`config.mk`:
```
export PLATFORM = sky130hd
export DESIGN_NAME = led_trail_pwm
export DESIGN_NICKNAME = d
export VERILOG_FILES = /design/src/rtl/led_trail_pwm.sv
export SDC_FILE = /design/constraint.sdc
export NUM_CORES = 1
export LEC_CHECK = 0
export BUFFER_PORTS_ARGS = -buffer_cell sky130_fd_sc_hd__buf_2
export CORE_UTILIZATION = 64
export CTS_CLUSTER_DIAMETER = 150
export DETAILED_ROUTE_END_ITERATION = 7
export PLACE_DENSITY = 0.85
export SYNTH_ARGS = -nofsm -noshare
export SYNTH_HDL_FRONTEND = slang
export SYNTH_SLANG_ARGS = --single-unit
export TNS_END_PERCENT = 20
```
`constraint.sdc`:
```
create_clock -name clk -period 3.4 [get_ports clk]
set_input_delay 0.17 -clock clk [delete_from_list [all_inputs] [get_ports clk]]
set_output_delay 0.17 -clock clk [all_outputs]
set_load 0.005 [all_outputs]
```
`src/rtl/led_trail_pwm.sv`:
```
// LED comet-trail driver: full brightness while lit, then a linear PWM fade-out.
// Latency: pattern to led_out is 2 cycles; no backpressure, and en=0 freezes the state and blanks the outputs.
// Defining LED_TRAIL_GAMMA_EN squares the duty value so the fade looks smoother to the eye.
module led_trail_pwm #(
    parameter int PWM_BITS  = 4,
    parameter int DECAY_DIV = 16
) (
    input  logic       clk,
    input  logic       rst,
    input  logic       en,
    input  logic [7:0] pattern_in,
    output logic [7:0] led_out,
    output logic       frame_tick
);
    localparam int DW = (DECAY_DIV > 1) ? $clog2(DECAY_DIV) : 1;
    localparam logic [PWM_BITS-1:0] MAX      = '1;
    localparam logic [DW-1:0]       DEC_LAST = DW'(DECAY_DIV - 1);

    logic [PWM_BITS-1:0] r_pwm_cnt;
    logic [DW-1:0]       r_decay_cnt;
    logic [PWM_BITS-1:0] r_level [8];
    logic [7:0]          r_led_out;
    logic                r_frame_tick;

    logic                w_wrap;
    logic                w_decay_tick;
    logic [PWM_BITS-1:0] w_duty [8];
    logic [7:0]          w_led_nxt;
`ifdef LED_TRAIL_GAMMA_EN
    logic [2*PWM_BITS-1:0] w_sq [8];
`endif

    always_comb begin
        w_wrap       = (r_pwm_cnt == MAX) && en;
        w_decay_tick = w_wrap && (r_decay_cnt == DEC_LAST);
    end

    // MAX is forced solid on: a duty compare alone would leave a one-cycle gap per period.
    always_comb begin
        for (int i = 0; i < 8; i++) begin
`ifdef LED_TRAIL_GAMMA_EN
            w_sq[i]   = {{PWM_BITS{1'b0}}, r_level[i]} * {{PWM_BITS{1'b0}}, r_level[i]};
            w_duty[i] = w_sq[i][2*PWM_BITS-1:PWM_BITS];
`else
            w_duty[i] = r_level[i];
`endif
            w_led_nxt[i] = en && ((r_level[i] == MAX) || (w_duty[i] > r_pwm_cnt));
        end
    end

    always_ff @(posedge clk) begin
        if (rst) begin
            r_pwm_cnt    <= '0;
            r_decay_cnt  <= '0;
            r_led_out    <= '0;
            r_frame_tick <= 1'b0;
            for (int i = 0; i < 8; i++) begin
                r_level[i] <= '0;
            end
        end else begin
            r_led_out    <= w_led_nxt;
            r_frame_tick <= w_wrap;
            if (en) begin
                r_pwm_cnt <= r_pwm_cnt + 1'b1;
            end
            if (w_decay_tick) begin
                r_decay_cnt <= '0;
            end else if (w_wrap) begin
                r_decay_cnt <= r_decay_cnt + 1'b1;
            end
            // A load wins over a decrement that lands in the same cycle.
            for (int i = 0; i < 8; i++) begin
                if (en && pattern_in[i]) begin
                    r_level[i] <= MAX;
                end else if (w_decay_tick && (r_level[i] != '0)) begin
                    r_level[i] <= r_level[i] - 1'b1;
                end
            end
        end
    end

    assign led_out    = r_led_out;
    assign frame_tick = r_frame_tick;
endmodule

```
==> impl_metrics.py, run 1 <==
metrics = {
    "place": {
        "place_inst": 389,
        "numPortBuffers": 19,
        "place_congestion": 0.804,
        "dpl_worst_slack_ns": 1.27,
        "hpwlAfterDp_um": 4400,
    },
    "floorplanning": {
        "ioPinCount": 20,
        "die_area_sq_mm": 0.00521,
        "die_w_um": 72.2,
        "initial_core_util": 0.668,
        "core_sq_mm": 0.00472,
        "fp-row-count": 25,
        "die_h_um": 72.2,
    },
    "global_route": {
        "grt_pass1_wl_um": 10400,
        "gr-total-overflow": 0,
        "grt_max_degree": 28,
        "track_usage": 0.258,
        "antenna_found_initial": 0,
        "grt_pass1_vias": 2305,
    },
    "cts": {
        "post_cts_resized": 0,
        "clk_transition_reported_paths_ns": 0.10,
        "cts_hold_buf": 0,
        "clockBufferDepth": 2,
        "clk_latency_ns": 0.31,
        "root_buffer": "clkbuf_8",
        "cts_tree": "yes",
        "cts_made_buffers": 5,
        "cts_sinks": 49,
        "cts_max_level": 2,
        "post_cts_buffers": 0,
    },
    "hold_path": {
        "hold_path_startpoint": "pattern_in[0]",
        "hold_end": "r_level[0][2]",
        "whs_path_depth": 3,
        "min_path_type": "input port to flop",
    },
    "power": {
        "p_leak_nw": 1.44,
        "worst_ir_drop_vdd_uv": 290,
        "p_per_area_mw_per_mm2": 417,
        "total_power_mw": 1.43,
    },
    "setup_path": {
        "r2r-end": "r_level[1][6]",
        "worstRegToRegCells": 4,
        "cp_cell_sequence": "ha_1 -> and4_1 -> nand2_1 -> o21ai_0",
        "path_max_fanout": 10,
        "worstSetupEndpointType": "flop",
        "r2r_start": "r_pwm_cnt[1]",
        "r2r_setup_slack_ns": 1.25,
        "max_stage_delay_ns": 0.62,
        "cp.required_ns": 3.36,
        "slowest_stage": "o21ai_0",
        "crit_type": "flop to flop",
        "crit_arrival_ns": 2.11,
        "cp-start-kind": "flop",
    },
    "sta": {
        "tns_ns": 0,
        "rsz0062_at_grt": "false",
        "final.setup_skew_ns": 0.0152,
        "setup_violations": 0,
        "fin_crit_ns": 2.15,
        "fin_crit_sh": 0.633,
        "holdWs_ns": 0.227,
        "relSlewSlack": 0.483,
        "tightest_slew_ns": 0.775,
        "hold_viol": 0,
        "setup_slack_ns": 1.25,
        "drv_slew": 0,
        "max_freq_mhz": 465,
    },
    "logic_synthesis": {
        "syn-cell-area_sq_mm": 0.00315,
        "synth_nets": 368,
        "ys_warn_count": 0,
        "synthDistinctLibCells": 30,
        "avgSynthCellArea_sq_um": 10.3,
        "yosysSeqAreaShare": 0.413,
        "synth_seq_cells": 49,
        "syn_inst": 307,
    },
    "route": {
        "drtIter0Drc": 165,
        "vias": 2429,
        "drt_wl_total_um": 6030,
        "viasPerCell": 6.12,
        "dr.pass1.iters": 4,
        "routedWlPerCell_um": 15.2,
        "final_antenna_net_count": 0,
        "route.detailed.drc": 0,
    },
    "status": {
        "status": "finished, final reports clean",
    },
    "run": {
        "max_cap_violations": 0,
    },
    "layout": {
        "mostFrequentLayoutCell": "ha_1",
        "drive_gt1_frac": 0.0970,
        "final_cell_mix": "50 x ha_1, 34 x a21oi_1, 32 x edfxtp_1",
        "layoutNonFillerInstCount": 397,
        "antenna_cells": 0,
        "synthToLayoutAreaGrowth_pct": 8.89,
        "nets": 390,
    },
}
[cells by family (layout without fill, tap and decap cells)]
| kind of cell | count (synthesis) | in the layout | synth area share |
|---|---|---|---|
| flops | 49 | 49 | 0.413 |
| buf+inv | 25 | 48 | 0.0305 |
| fa+ha+maj | 50 | 50 | 0.198 |
| compound gates | 83 | 83 | 0.152 |
| mux | 3 | 3 | 0.00952 |
| simple gates | 77 | 77 | 0.142 |
| xor+xnor | 20 | 20 | 0.0555 |
[state kept, by name (all words and copies together), names as in the netlist]
register and flops:
r_pwm_cnt 4, frame_tick 1, r_level 32, r_decay_cnt 4
led_out 8
[power breakdown]
part | internal, mW | total, mW | switching [mW]
Clock | 0.221 | 0.420 | 0.199
Combinational | 0.130 | 0.273 | 0.143
Sequential | 0.687 | 0.738 | 0.0506
[critical path, delay by kind of cell (launching register included)]
kind | cells | cell delay [ns]
DFF | 1 | 0.38
adders and majority gates | 1 | 0.21
and+or+nand+nor | 2 | 0.59
AOI/OAI and AO/OA | 1 | 0.62
[cell type report]
cell class              instances  area [sq um]
multi-input cells             233          1760
flip-flops and latches         49          1300
fillers                       341          1290
repair buffers                 21           110
clock buffers                   6          72.6
inverters                      19          71.3
well taps                      67          83.8
clock inverters                 2          38.8
[worst max path at each step]
stage | depth (start not counted) | from | slack [ns] | endpoint
detailed placement | 4 | r_pwm_cnt[1] | 1.27 | r_level[1][7]
floorplan | 4 | r_pwm_cnt[0] | 1.47 | r_level[0][0]
global route | 4 | r_pwm_cnt[1] | 1.09 | r_level[1][6]
global placement | 4 | r_pwm_cnt[1] | 1.40 | r_level[0][11]
CTS | 4 | r_pwm_cnt[1] | 1.26 | r_level[1][6]
finish | 4 | r_pwm_cnt[1] | 1.25 | r_level[1][6]
[per-stage QoR]
stage | area [sq um] | utilization
2_1_floorplan | 3150 | -
3_3_place_gp | 3320 | 0.704
3_5_place_dp | 3320 | 0.704
4_1_cts | 3430 | 0.727
5_1_grt | 3430 | 0.727
6_report | 3430 | 0.727
[cells in the mapped netlist, drive strengths merged]
library cell | instances | share of area
nand2 | 19 | 0.023
ha | 50 | 0.20
inv | 19 | 0.023
buf | 3 | 0.0044
edfxtp | 32 | 0.30
nor3b | 10 | 0.027
nor2 | 8 | 0.012
and3 | 1 | 0.0020
xor2 | 1 | 0.0028
o21ai | 31 | 0.049
dfxtp | 17 | 0.11
nand3b | 7 | 0.017
a21oi | 34 | 0.054
xnor2 | 19 | 0.053
a31oi | 2 | 0.0040
clkbuf | 3 | 0.0036
nand3 | 2 | 0.0032
or3 | 1 | 0.0020
nand4 | 10 | 0.022
nor3 | 9 | 0.014
mux2i | 3 | 0.0095
and4 | 1 | 0.0028
o211ai | 8 | 0.019
nor2b | 9 | 0.018
a41o | 8 | 0.025
[metal layers]
| metal | GRT usage | vias to the layer above | share of wire |
|---|---|---|---|
| li1 | - | 1189 | - |
| met1 | 0.335 | 1155 | 0.43 |
| met2 | 0.423 | 73 | 0.49 |
| met3 | 0.0514 | 12 | 0.058 |
| met4 | 0.105 | 0 | 0.017 |
| met5 | 0 | - | 0 |
Note: power is estimated with default switching activity, not from simulation.
==> run 2, diff against run 1 <==
--- a/config.mk
+++ b/config.mk
@@ -6,10 +6,10 @@
 export NUM_CORES = 1
 export LEC_CHECK = 0
 export BUFFER_PORTS_ARGS = -buffer_cell sky130_fd_sc_hd__buf_2
-export CORE_UTILIZATION = 64
+export CORE_UTILIZATION = 61
 export CTS_CLUSTER_DIAMETER = 150
 export DETAILED_ROUTE_END_ITERATION = 7
-export PLACE_DENSITY = 0.85
+export PLACE_DENSITY = 0.82
 export SYNTH_ARGS = -nofsm -noshare
 export SYNTH_HDL_FRONTEND = slang
 export SYNTH_SLANG_ARGS = --single-unit
==> constraint.sdc (replaced) <==
create_clock -name clk -period 2.1 [get_ports clk]
set_input_delay 0.105 -clock clk [delete_from_list [all_inputs] [get_ports clk]]
set_output_delay 0.105 -clock clk [all_outputs]
set_load 0.005 [all_outputs]
==> run 2 against run 1 <==
Flip-flop and latch count is the same. Sequential power grew 61%. Design area grew 2.0%. Combinational power grew 68%. Worst setup slack lost 1.0 ns. Die area grew 4.8%. Critical path type unchanged. Highest routed layer unchanged.
==> impl_metrics.py, run 2 (synthesis gave the netlist of run 1 again) <==
metrics = {
    "route": {
        "viasPerCell": 5.89,
        "final_antenna_net_count": 0,
        "drt_wl_total_um": 6390,
        "routedWlPerCell_um": 15.7,
        "dr.pass1.iters": 4,
        "vias": 2397,
        "route.detailed.drc": 0,
        "drtIter0Drc": 148,
    },
    "sta": {
        "relSlewSlack": 0.511,
        "fin_crit_sh": 0.897,
        "setup_slack_ns": 0.216,
        "hold_viol": 0,
        "fin_crit_ns": 1.88,
        "tns_ns": 0,
        "tightest_slew_ns": 0.732,
        "final.setup_skew_ns": 0.00724,
        "rsz0062_at_grt": "false",
        "drv_slew": 0,
        "max_freq_mhz": 531,
        "setup_violations": 0,
    },
    "cts": {
        "cts_hold_buf": 0,
        "clk_transition_reported_paths_ns": 0.09,
        "root_buffer": "clkbuf_8",
        "post_cts_resized": 0,
        "clockBufferDepth": 2,
        "cts_made_buffers": 5,
        "cts_sinks": 49,
        "clk_latency_ns": 0.30,
        "cts_tree": "yes",
        "post_cts_buffers": 0,
        "cts_max_level": 2,
    },
    "run": {
        "max_cap_violations": 0,
    },
    "layout": {
        "antenna_cells": 0,
        "final_cell_mix": "50 x ha_1, 34 x a21oi_1, 32 x edfxtp_1",
        "nets": 400,
        "drive_gt1_frac": 0.121,
        "largest-register": "r_level",
        "largest_reg_flops": 32,
        "synthToLayoutAreaGrowth_pct": 11.1,
        "mostFrequentLayoutCell": "ha_1",
    },
    "setup_path": {
        "worstRegToRegCells": 5,
        "r2r_start": "r_pwm_cnt[1]",
        "cp-start-kind": "flop",
        "worstSetupEndpointType": "flop",
        "crit_arrival_ns": 1.91,
        "path_max_fanout": 10,
        "crit_type": "flop to flop",
        "cp.required_ns": 2.12,
        "r2r_setup_slack_ns": 0.22,
        "r2r-end": "r_level[1][13]",
    },
    "power": {
        "p_seq_frac": 0.517,
        "clockPowerShare": 0.284,
        "intPower_mw": 1.69,
        "p_leak_nw": 1.48,
        "power_frac_comb": 0.199,
        "p_per_area_mw_per_mm2": 657,
        "worst_ir_drop_vdd_uv": 582,
        "power_switching_share": 0.268,
        "total_power_mw": 2.30,
        "p_switching_mw": 0.617,
    },
    "place": {
        "dpl_worst_slack_ns": 0.219,
        "numPortBuffers": 19,
        "hpwlAfterDp_um": 4610,
        "place_congestion": 0.814,
    },
    "floorplanning": {
        "core_sq_mm": 0.00485,
        "ioPinCount": 20,
        "fp-row-count": 25,
        "die_w_um": 73.9,
        "die_area_sq_mm": 0.00546,
        "initial_core_util": 0.651,
        "die_h_um": 73.9,
    },
    "hold_path": {
        "whs_path_depth": 3,
        "hold_end": "r_level[0][12]",
        "hold_path_startpoint": "pattern_in[3]",
        "min_path_type": "input port to flop",
    },
    "global_route": {
        "grt_pass1_wl_um": 10400,
        "track_usage": 0.258,
        "grt_max_degree": 27,
        "gr-total-overflow": 0,
        "antenna_found_initial": 0,
        "grt_pass1_vias": 2340,
    },
    "status": {
        "status": "finished, final reports clean",
    },
}
## run 2: stage by stage
| step | area [sq um] | std cells | utilization | hold slack [ns] |
|---|---|---|---|---|
| 3_3_place_gp | 3400 | 399 | 0.701 | 0.460 |
| 4_1_cts | 3500 | 407 | 0.723 | 0.155 |
| 6_report | 3500 | 407 | 0.723 | 0.169 |
| 3_5_place_dp | 3400 | 399 | 0.701 | 0.472 |
| 2_1_floorplan | 3150 | 307 | - | 0.306 |
| 5_1_grt | 3500 | 407 | 0.723 | 0.160 |
## run 2: routing by layer
layer	global-route usage	up-vias	wire length, um
li1	-	1206	-
met1	0.313	1118	2780
met2	0.448	64	3140
met3	0.0521	9	359
met4	0.100	0	105
met5	0	-	0
## run 2: power groups by stage
stage,combinational (mW),clock [mW],sequential [mW]
floorplan,0.322,0,1.20
global placement,0.433,0,1.21
detailed placement,0.455,0,1.21
CTS,0.459,0.667,1.19
global route,0.523,0.706,1.20
finish,0.458,0.653,1.19
## run 2: cell type report
cell class | count | area [sq um]
multi-input cells | 233 | 1760
fillers | 349 | 1340
flip-flops and latches | 49 | 1300
repair buffers | 31 | 185
well taps | 67 | 83.8
clock buffers | 6 | 72.6
inverters | 19 | 71.3
clock inverters | 2 | 33.8
## run 2: worst max path at each step
stage	startpoint	end	slack, ns
detailed placement	r_pwm_cnt[1]	r_level[1][15]	0.22
floorplan	r_pwm_cnt[0]	r_level[0][0]	0.17
CTS	r_pwm_cnt[1]	r_level[1][15]	0.21
global placement	r_pwm_cnt[1]	r_level[0][11]	0.30
global route	r_pwm_cnt[1]	r_level[1][15]	0.13
finish	r_pwm_cnt[1]	r_level[1][13]	0.22
## run 2: worst max-delay path, stage by stage (launching register included)
cell and delay [ns]:
dfxtp_1 0.38, ha_1 0.21, and4_1 0.27, nand2_1 0.30, o21ai_0 0.28, buf_4 0.17
==> run 3, diff against run 2 <==
--- a/config.mk
+++ b/config.mk
@@ -6,10 +6,11 @@
 export NUM_CORES = 1
 export LEC_CHECK = 0
 export BUFFER_PORTS_ARGS = -buffer_cell sky130_fd_sc_hd__buf_2
-export CORE_UTILIZATION = 61
+export CORE_UTILIZATION = 64
 export CTS_CLUSTER_DIAMETER = 150
 export DETAILED_ROUTE_END_ITERATION = 7
-export PLACE_DENSITY = 0.82
+export PLACE_DENSITY = 0.85
+export REMOVE_ABC_BUFFERS = 1
 export SYNTH_ARGS = -nofsm -noshare
 export SYNTH_HDL_FRONTEND = slang
 export SYNTH_SLANG_ARGS = --single-unit
==> constraint.sdc (replaced) <==
create_clock -name clk -period 2.2 [get_ports clk]
set_input_delay 0.11 -clock clk [delete_from_list [all_inputs] [get_ports clk]]
set_output_delay 0.11 -clock clk [all_outputs]
set_load 0.005 [all_outputs]
==> run 3 against run 2 <==
Worst hold slack worse by 0.0084 ns. Fmax grew 1.0%. Cell count stayed put. Clock skew grew 0.0046 ns. Non-clock buffer count stayed put. Register-to-register slack better by 0.12 ns. Core utilization is 1.5 points higher. Flip-flop and latch count did not move. Sequential share of layout area increased by 0.21 points.
==> impl_metrics.py, run 3 (synthesis gave the netlist of run 1 again) <==
metrics = {
    "place": {
        "hpwlAfterDp_um": 4430,
        "place_inst": 399,
        "numPortBuffers": 19,
        "place_congestion": 0.831,
        "dpl_cell_area_sq_mm": 0.00340,
    },
    "layout": {
        "largest-register": "r_level",
        "final_cell_mix": "50 x ha_1, 34 x a21oi_1, 32 x edfxtp_1",
        "drive_gt1_frac": 0.126,
        "nFillCells": 339,
        "largest_reg_flops": 32,
        "nets": 400,
        "final_area_sq_mm": 0.00348,
        "mostFrequentLayoutCell": "ha_1",
        "layoutNonFillerInstCount": 407,
        "synthToLayoutAreaGrowth_pct": 10.5,
        "antenna_cells": 0,
    },
    "cts": {
        "clk_latency_ns": 0.30,
        "cts_hold_buf": 0,
        "cts_max_level": 2,
        "cts_made_buffers": 5,
        "cts_tree": "yes",
        "clk_transition_reported_paths_ns": 0.09,
        "post_cts_buffers": 0,
        "cts_sinks": 49,
        "root_buffer": "clkbuf_8",
        "post_cts_resized": 0,
        "clockBufferDepth": 2,
    },
    "global_route": {
        "top_usage_layer": "met2",
        "grt_pass1_wl_um": 10500,
        "grt_pass1_vias": 2404,
        "grt_max_degree": 28,
        "track_usage": 0.265,
        "met2_usage": 0.434,
        "gr-total-overflow": 0,
        "met1_usage": 0.318,
        "met3_usage": 0.0736,
        "antenna_found_initial": 0,
    },
    "floorplanning": {
        "fp-row-count": 25,
        "die_w_um": 72.2,
        "die_area_sq_mm": 0.00521,
        "ioPinCount": 20,
        "die_h_um": 72.2,
        "initial_core_util": 0.668,
        "core_sq_mm": 0.00472,
    },
    "run": {
        "max_cap_violations": 0,
    },
    "sta": {
        "relSlewSlack": 0.642,
        "hold_viol": 0,
        "fin_crit_sh": 0.848,
        "drv_slew": 0,
        "fin_crit_ns": 1.86,
        "tns_ns": 0,
        "holdWs_ns": 0.161,
        "final.setup_skew_ns": 0.0119,
        "tightest_slew_ns": 0.532,
        "rsz0062_at_grt": "false",
        "max_freq_mhz": 536,
        "setup_violations": 0,
    },
    "power": {
        "p_switching_mw": 0.613,
        "power_frac_comb": 0.212,
        "clockPowerShare": 0.249,
        "p_seq_frac": 0.539,
        "power_switching_share": 0.291,
        "p_per_area_mw_per_mm2": 605,
        "intPower_mw": 1.49,
        "worst_ir_drop_vdd_uv": 473,
        "p_leak_nw": 1.47,
    },
    "route": {
        "route.detailed.drc": 0,
        "final_antenna_net_count": 0,
        "dr.pass1.iters": 4,
        "drt_wl_total_um": 6300,
        "drtIter0Drc": 153,
        "viasPerCell": 5.95,
        "vias": 2420,
        "routedWlPerCell_um": 15.5,
    },
    "hold_path": {
        "whs_path_depth": 3,
        "min_path_type": "input port to flop",
        "hold_end": "r_level[1][4]",
        "hold_path_startpoint": "pattern_in[5]",
    },
    "setup_path": {
        "r2r-end": "r_level[1][2]",
        "crit_type": "flop to flop",
        "r2r_setup_slack_ns": 0.34,
        "worstRegToRegCells": 4,
        "path_max_fanout": 4,
        "cp.required_ns": 2.14,
        "cp-start-kind": "flop",
        "crit_arrival_ns": 1.80,
        "r2r_start": "r_pwm_cnt[1]",
        "worstSetupEndpointType": "flop",
    },
    "status": {
        "status": "finished, final reports clean",
    },
}
## run 3: metal layers
layer,vias to the layer above,wire length [um]
met5,-,0
li1,1209,-
met2,73,3050
met3,25,316
met4,0,209
met1,1113,2730
## run 3: power by group through the flow
stage / registers, mW / clock network [mW] / logic [mW]
2_1_floorplan: 1.14 / 0 / 0.298
3_3_place_gp: 1.15 / 0 / 0.410
3_5_place_dp: 1.16 / 0 / 0.433
4_1_cts: 1.14 / 0.530 / 0.448
5_1_grt: 1.15 / 0.575 / 0.509
6_report: 1.14 / 0.524 / 0.447
## run 3: critical path, cell delays in order (launching register included)
cell,delay (ns)
dfxtp_1,0.38
ha_1,0.21
and4_1,0.28
nand2_1,0.16
o21ai_0,0.49
## run 3: final cells by class
class	count	area, sq um	share of cell area
sequential	49	1300	0.373
inverter	19	71.3	0.0205
multi-input combinational	233	1760	0.504
clock inverter	3	17.5	0.00503
clock buffer	5	68.8	0.0197
timing repair buffer	31	185	0.0531
tap	67	83.8	0.0241
## run 3: worst max path at each step
stage                       from            end  slack (ns)  cells past startpoint
floorplan           r_pwm_cnt[0]  r_level[0][0]        0.27                      4
finish              r_pwm_cnt[1]  r_level[1][2]        0.34                      4
CTS                 r_pwm_cnt[1]  r_level[1][2]        0.32                      4
global placement    r_pwm_cnt[1]  r_level[1][0]        0.42                      4
global route        r_pwm_cnt[1]  r_level[1][3]        0.20                      4
detailed placement  r_pwm_cnt[1]  r_level[1][1]        0.34                      4
## run 3: stage by stage
stage	util	setup slack, ns	power, mW
floorplan	-	0.266	1.44
global placement	0.719	0.419	1.56
detailed placement	0.719	0.339	1.59
CTS	0.738	0.318	2.11
global route	0.738	0.199	2.23
finish	0.738	0.335	2.11
